[src/rtl/muldiv_unit_pkg.sv]
// Shared types and helpers for the Execute-stage multiply/divide engine.
// Operand magnitudes and op classification live here so both the unit and its divider agree.
package muldiv_unit_pkg;

  typedef logic [31:0] word_t;
  typedef logic [63:0] i64;

  typedef enum logic [3:0] {
    OP_MULT  = 4'd0,
    OP_MULTU = 4'd1,
    OP_MADD  = 4'd2,
    OP_MADDU = 4'd3,
    OP_MSUB  = 4'd4,
    OP_MSUBU = 4'd5,
    OP_DIV   = 4'd6,
    OP_DIVU  = 4'd7,
    OP_NONE  = 4'd15
  } op_t;

  typedef enum logic [1:0] {
    S_IDLE = 2'd0,
    S_MUL  = 2'd1,
    S_DIV  = 2'd2,
    S_DONE = 2'd3
  } muldiv_state_t;

  localparam int DIV_ITERS = 32;

  function automatic logic is_mul_op(input op_t op);
    return (op == OP_MULT) || (op == OP_MULTU) || (op == OP_MADD) ||
           (op == OP_MADDU) || (op == OP_MSUB) || (op == OP_MSUBU);
  endfunction

  function automatic logic is_div_op(input op_t op);
    return (op == OP_DIV) || (op == OP_DIVU);
  endfunction

  function automatic logic is_signed_muldiv(input op_t op);
    return (op == OP_MULT) || (op == OP_MADD) || (op == OP_MSUB) || (op == OP_DIV);
  endfunction

  // Two's-complement negation leaves 0x8000_0000 unchanged, which is the wanted unsigned magnitude.
  function automatic word_t magnitude(input word_t x, input logic is_signed);
    return (is_signed && x[31]) ? (~x + 32'd1) : x;
  endfunction

endpackage

[src/rtl/muldiv_unit_divu.sv]
// Radix-2 restoring divider: one quotient bit per clock, 32 steps after start.
// 'last' is high during the final step so the caller can capture 'result' on that edge.
module divu_iter
  import muldiv_unit_pkg::*;
(
  input  logic  clk,
  input  logic  resetn,
  input  logic  start,
  input  logic  flush,
  input  word_t dividend,
  input  word_t divisor,
  output logic  last,
  output i64    result
);

  logic        busy;
  logic [5:0]  cnt;
  word_t       dvd;
  word_t       dsr;
  word_t       rem;
  logic [32:0] rem_sh;
  logic        ge;
  word_t       rem_nx;
  word_t       dvd_nx;

  // The remainder is always below the divisor after a step, so 32 stored bits suffice;
  // the shifted value needs 33 bits so divisors >= 0x8000_0000 compare correctly.
  // NOTE: always_comb assigns every output first so no path can infer a latch.
  always_comb begin
    rem_sh = {rem, dvd[31]};
    ge     = rem_sh >= {1'b0, dsr};
    rem_nx = rem_sh[31:0];
    if (ge) rem_nx = 32'(rem_sh - {1'b0, dsr});
    dvd_nx = {dvd[30:0], ge};
  end

  assign last   = busy && (cnt == 6'(DIV_ITERS - 1));
  assign result = {rem_nx, dvd_nx};

  // NOTE: datapath registers are reset too, so no stale operand is visible after reset.
  always_ff @(posedge clk or negedge resetn) begin
    if (!resetn) begin
      busy <= 1'b0;
      cnt  <= '0;
      dvd  <= '0;
      dsr  <= '0;
      rem  <= '0;
    end else if (flush) begin
      busy <= 1'b0;
      cnt  <= '0;
    end else if (start) begin
      busy <= 1'b1;
      cnt  <= '0;
      dvd  <= dividend;
      dsr  <= divisor;
      rem  <= '0;
    end else if (busy) begin
      rem <= rem_nx;
      dvd <= dvd_nx;
      cnt <= cnt + 6'd1;
      if (last) busy <= 1'b0;
    end
  end

endmodule

[src/rtl/muldiv_unit.sv]
// Multi-cycle multiply/divide engine producing unsigned magnitude results for HI/LO writeback.
// Sign fix-up and MADD/MSUB accumulation are done downstream.
module muldiv_unit
  import muldiv_unit_pkg::*;
(
  input  logic  clk,
  input  logic  resetn,
  input  logic  flush,
  input  logic  in_valid,
  output logic  in_ready,
  input  op_t   op,
  input  word_t a,
  input  word_t b,
  output logic  out_valid,
  output i64    mult_c,
  output i64    div_c
);

  muldiv_state_t state;
  word_t         a_mag;
  word_t         b_mag;
  word_t         pp_ll;
  word_t         pp_lh;
  word_t         pp_hl;
  word_t         pp_hh;
  logic [32:0]   mid_sum;
  i64            product;
  logic          accept;
  logic          op_is_mul;
  logic          op_is_div;
  logic          div_last;
  i64            div_result;

  assign a_mag     = magnitude(a, is_signed_muldiv(op));
  assign b_mag     = magnitude(b, is_signed_muldiv(op));
  assign op_is_mul = is_mul_op(op);
  assign op_is_div = is_div_op(op);
  assign in_ready  = (state == S_IDLE) || (state == S_DONE);
  assign accept    = in_valid && in_ready && (op_is_mul || op_is_div) && !flush;

  // Cross terms share weight 2^16; their 33-bit sum keeps the carry.
  assign mid_sum = {1'b0, pp_lh} + {1'b0, pp_hl};
  assign product = {pp_hh, 32'h0} + {15'h0, mid_sum, 16'h0} + {32'h0, pp_ll};

  divu_iter u_divu (
    .clk      (clk),
    .resetn   (resetn),
    .start    (accept && op_is_div),
    .flush    (flush),
    .dividend (a_mag),
    .divisor  (b_mag),
    .last     (div_last),
    .result   (div_result)
  );

  // NOTE: all state is updated with non-blocking assignments so every register sees pre-edge values.
  always_ff @(posedge clk or negedge resetn) begin
    if (!resetn) begin
      state     <= S_IDLE;
      out_valid <= 1'b0;
      mult_c    <= '0;
      div_c     <= '0;
      pp_ll     <= '0;
      pp_lh     <= '0;
      pp_hl     <= '0;
      pp_hh     <= '0;
    end else if (flush) begin
      state     <= S_IDLE;
      out_valid <= 1'b0;
    end else if (accept) begin
      out_valid <= 1'b0;
      if (op_is_mul) begin
        state <= S_MUL;
        pp_ll <= 32'(a_mag[15:0])  * 32'(b_mag[15:0]);
        pp_lh <= 32'(a_mag[15:0])  * 32'(b_mag[31:16]);
        pp_hl <= 32'(a_mag[31:16]) * 32'(b_mag[15:0]);
        pp_hh <= 32'(a_mag[31:16]) * 32'(b_mag[31:16]);
      end else begin
        state <= S_DIV;
      end
    end else begin
      case (state)
        S_MUL: begin
          mult_c    <= product;
          state     <= S_DONE;
          out_valid <= 1'b1;
        end
        S_DIV: begin
          if (div_last) begin
            div_c     <= div_result;
            state     <= S_DONE;
            out_valid <= 1'b1;
          end
        end
        default: ;
      endcase
    end
  end

endmodule
[config.mk]
export PLATFORM = sky130hd
export DESIGN_NAME = muldiv_unit
export DESIGN_NICKNAME = d
export VERILOG_FILES = /design/src/rtl/muldiv_unit_pkg.sv /design/src/rtl/muldiv_unit_divu.sv /design/src/rtl/muldiv_unit.sv
export SDC_FILE = /design/constraint.sdc
export NUM_CORES = 2
export LEC_CHECK = 0
export ABC_AREA = 1
export CORE_MARGIN = 1
export CORE_UTILIZATION = 40
export CTS_BUF_LIST = sky130_fd_sc_hd__clkbuf_8
export DETAILED_ROUTE_END_ITERATION = 7
export SLEW_MARGIN = 20
export SYNTH_ARGS = -nofsm -noshare
export SYNTH_HDL_FRONTEND = slang
export SYNTH_SLANG_ARGS = --single-unit
[constraint.sdc]
create_clock -name clk -period 9.95 [get_ports clk]
set_input_delay 1.4925 -clock clk [delete_from_list [all_inputs] [get_ports clk]]
set_output_delay 1.4925 -clock clk [all_outputs]
set_load 0.05 [all_outputs]
==> run summary <==
Metal1 wirelength - 94370 um
First-pass GRT wire length - 336700 um
HP Class - flop to flop
Vias/cell - 5.281
Worst Path Arrival - 9.10 ns
Status - finished clean
RSZ-0062 raised after global routing - no
Worst Skew - 0.06875 ns
R2r endpoint - mult_c[52]
Top post-synthesis cells by count - 2294 x nand2_1, 1518 x inv_1, 779 x fa_1
Met2 Wirelength - 95830 um
Maximum fanout along the worst path - 36
Clock Tree Buf Depth - 3
CP Launch Type - input port
Slowest stage delay, CP - 0.66 ns
Netlist Area Pre-Place - 58370 um^2
Avg WL per Cell - 21.82 um
Cells taking the most area after synthesis - fa_1 27%, dfrtp_1 16%, nand2_1 15%, ha_1 11%, inv_1 9.8%
Compound-gate portion of the synthesized area - 0.06040
Synth unique cells - 59
CTS hold repair buffers - 0
I/O pin cnt - 202
Highest metal used - met5
Most frequent cell after synthesis - nand2_1
FFs w/ async S/R, synth - 1.000
Post-CTS Setup Inserts - 0
Setup TNS - 0 ns
Max-Cap Viols - 0
Vias - 53390
Core Area - 144200 um^2
DR pass1 iterations - 6
CP dominant cell by count - nand2_1
Fin. Hold Viols - 0
Mapped Cells - 7984
Mapped Nets - 9353
Post-CTS sizing - 0
Endpoints failing setup - 0
Mux cell area share after synthesis - 0
Area growth, synth to finish - 10.24%
Syn avg cell area - 7.311 um^2
NumNets Final - 9513
Clock sink total - 362
Die span in x - 384.0 um
Worst Hold Depth - 2
Fillers - 14880
Grt ovf - 0
Register area share after synthesis - 0.1552
Final HPWL DP - 178700 um
Slew of the pin with the lowest slew margin - 1.147 ns
Post-synthesis xor/xnor area fraction - 0.02369
F_max - 118.5 MHz
H-tree depth - 3
CTS buffer count - 76
Req. time, crit path - 10.61 ns
CTS root buf - clkbuf_8
Routed WL - 220600 um
Main synth FF type - dfrtp_1
Largest family of logic cells by synthesized area - adder cells
Largest area contributor in the synthesized netlist - fa_1
Die area - 147500 um^2
R2r worst-path depth - 17
Final worst-path cycle share - 0.8479
Post-DRT Antenna Nets - 0
Final Non-Filler Cells - 10110
Worst-Skew Late Latency - 0.79 ns
Yosys warns - 0
Largest net degree at the start of global routing - 171
Worst r2r src - pp_hl[13]
Initial antenna violation count - 13
Max-slew headroom - 0.2322
Worst hold path startpoint - pp_ll[1]
Met3 wire length - 20270 um
Yosys reg bits - 362
TritonCTS clock tree - yes
Total GRT Usage - 0.3049
Crit path time final - 8.437 ns
Synth Area in Adders - 0.3782
Hold path endpoint - mult_c[1]
Register-to-Register Setup Slack - 5.32 ns
Post-synth EDFFs - 0
Max Slew Vio Count - 0
CTS clk-pin slew, worst paths - 0.06 ns
Number of global-route vias before repair - 54780
Port Buffers - 201
Endpoint type of the worst setup path - flop
Starting Density - 0.4049
Chip height - 384.0 um
Row count - 139
Placed cell count - 9967
Top cell type's share of synthesized area - 0.2672
GP Congestion - 0.9755
DRC Markers - 0
Crit Path Class - input port to flop
Layout cells sized above 1 - 0.04999
Simple-gate portion of the synthesized area - 0.2593
Worst path slowest cell - xor2_2
Initial DRC Count - 4453
==> stage by stage <==
stage | worst slack [ns] | hold slack, ns | utilization | cell area (um^2)
floorplan | 2.135 | 0.4422 | - | 58370
global placement | 0.8531 | 0.4529 | 0.4345 | 62640
detailed placement | 0.7834 | 0.4544 | 0.4345 | 62640
CTS | 1.625 | 0.4616 | 0.4458 | 64270
global route | 1.106 | 0.4923 | 0.4462 | 64340
finish | 1.513 | 0.4644 | 0.4463 | 64350
==> cell families (layout without fill, tap and decap cells) <==
kind of cell | count (synthesis) | in the layout
simple gates | 3699 | 3699
buf+inv | 1834 | 2051
fa+ha+maj | 1297 | 1297
compound gates | 644 | 644
flops | 362 | 362
xor+xnor | 148 | 148
other cells | 0 | 7
==> worst max-delay path: cells and delay by family <==
family,cells,cell delay (ns)
AOI/OAI and AO/OA,1,0.43
xor gates and xnor gates,1,0.66
adders and majority gates,7,3.28
buffers and inverters,10,1.77
and+or+nand+nor,11,1.44
==> placed cells by master, fill, tap and decap left out, types with 10 or more instances in the layout <==
cell type / instances
nand2_1: 2292
nor2_2: 10
inv_2: 54
clkbuf_8: 88
fa_1: 779
nand4_1: 71
o221ai_1: 13
o21bai_1: 37
nor4_1: 12
ha_1: 518
nand3_1: 355
nor2_1: 764
o22ai_1: 21
buf_4: 132
inv_1: 1539
nand3b_1: 42
clkdlybuf4s50_1: 200
nand2_2: 30
a21oi_1: 230
xnor2_1: 69
xor2_1: 65
a21o_1: 10
o21ai_0: 278
xor2_2: 11
o21ai_1: 17
nor3_1: 69
dfrtp_1: 362
or2_2: 17
==> sequential cells by signal, summed over array words and instances (netlist names), 2 cells and up <==
register,flops
pp_hh,32
u_divu.cnt,6
div_c,64
pp_lh,32
pp_hl,32
u_divu.rem,32
state,2
u_divu.dvd,32
pp_ll,32
u_divu.dsr,32
mult_c,64
==> worst max-delay path by stage <==
| stage | startpoint | end | slack (ns) | cells past startpoint |
|---|---|---|---|---|
| global route | op[3] | pp_lh[16] | 1.11 | 31 |
| CTS | op[3] | pp_ll[20] | 1.63 | 30 |
| floorplan | b[0] | pp_lh[21] | 2.14 | 34 |
| global placement | op[3] | pp_ll[28] | 0.85 | 30 |
| finish | op[3] | pp_ll[20] | 1.51 | 30 |
| detailed placement | op[3] | pp_ll[20] | 0.78 | 30 |
==> routing by layer <==
metal,global-route usage,vias to the layer above
li1,-,24540
met1,0.4072,26180
met2,0.4673,2214
met3,0.07619,455
met4,0.1298,4
met5,0,-
==> area by class of cell <==
cell class | count | area, um^2 | area share
Tap cell | 1903 | 2381 | 0.03700
Clock buffer | 88 | 1211 | 0.01882
Clock inverter | 47 | 417.9 | 0.006495
Inverter | 1578 | 5931 | 0.09217
Multi-Input combinational cell | 5788 | 42210 | 0.6559
Sequential cell | 362 | 9059 | 0.1408
Antenna cell | 7 | 17.52 | 0.0002722
Timing Repair Buffer | 338 | 3123 | 0.04853
Power is left out: the tool's default activity adds up to more than one toggle a clock period on the data nets, which glitch-free logic cannot reach.
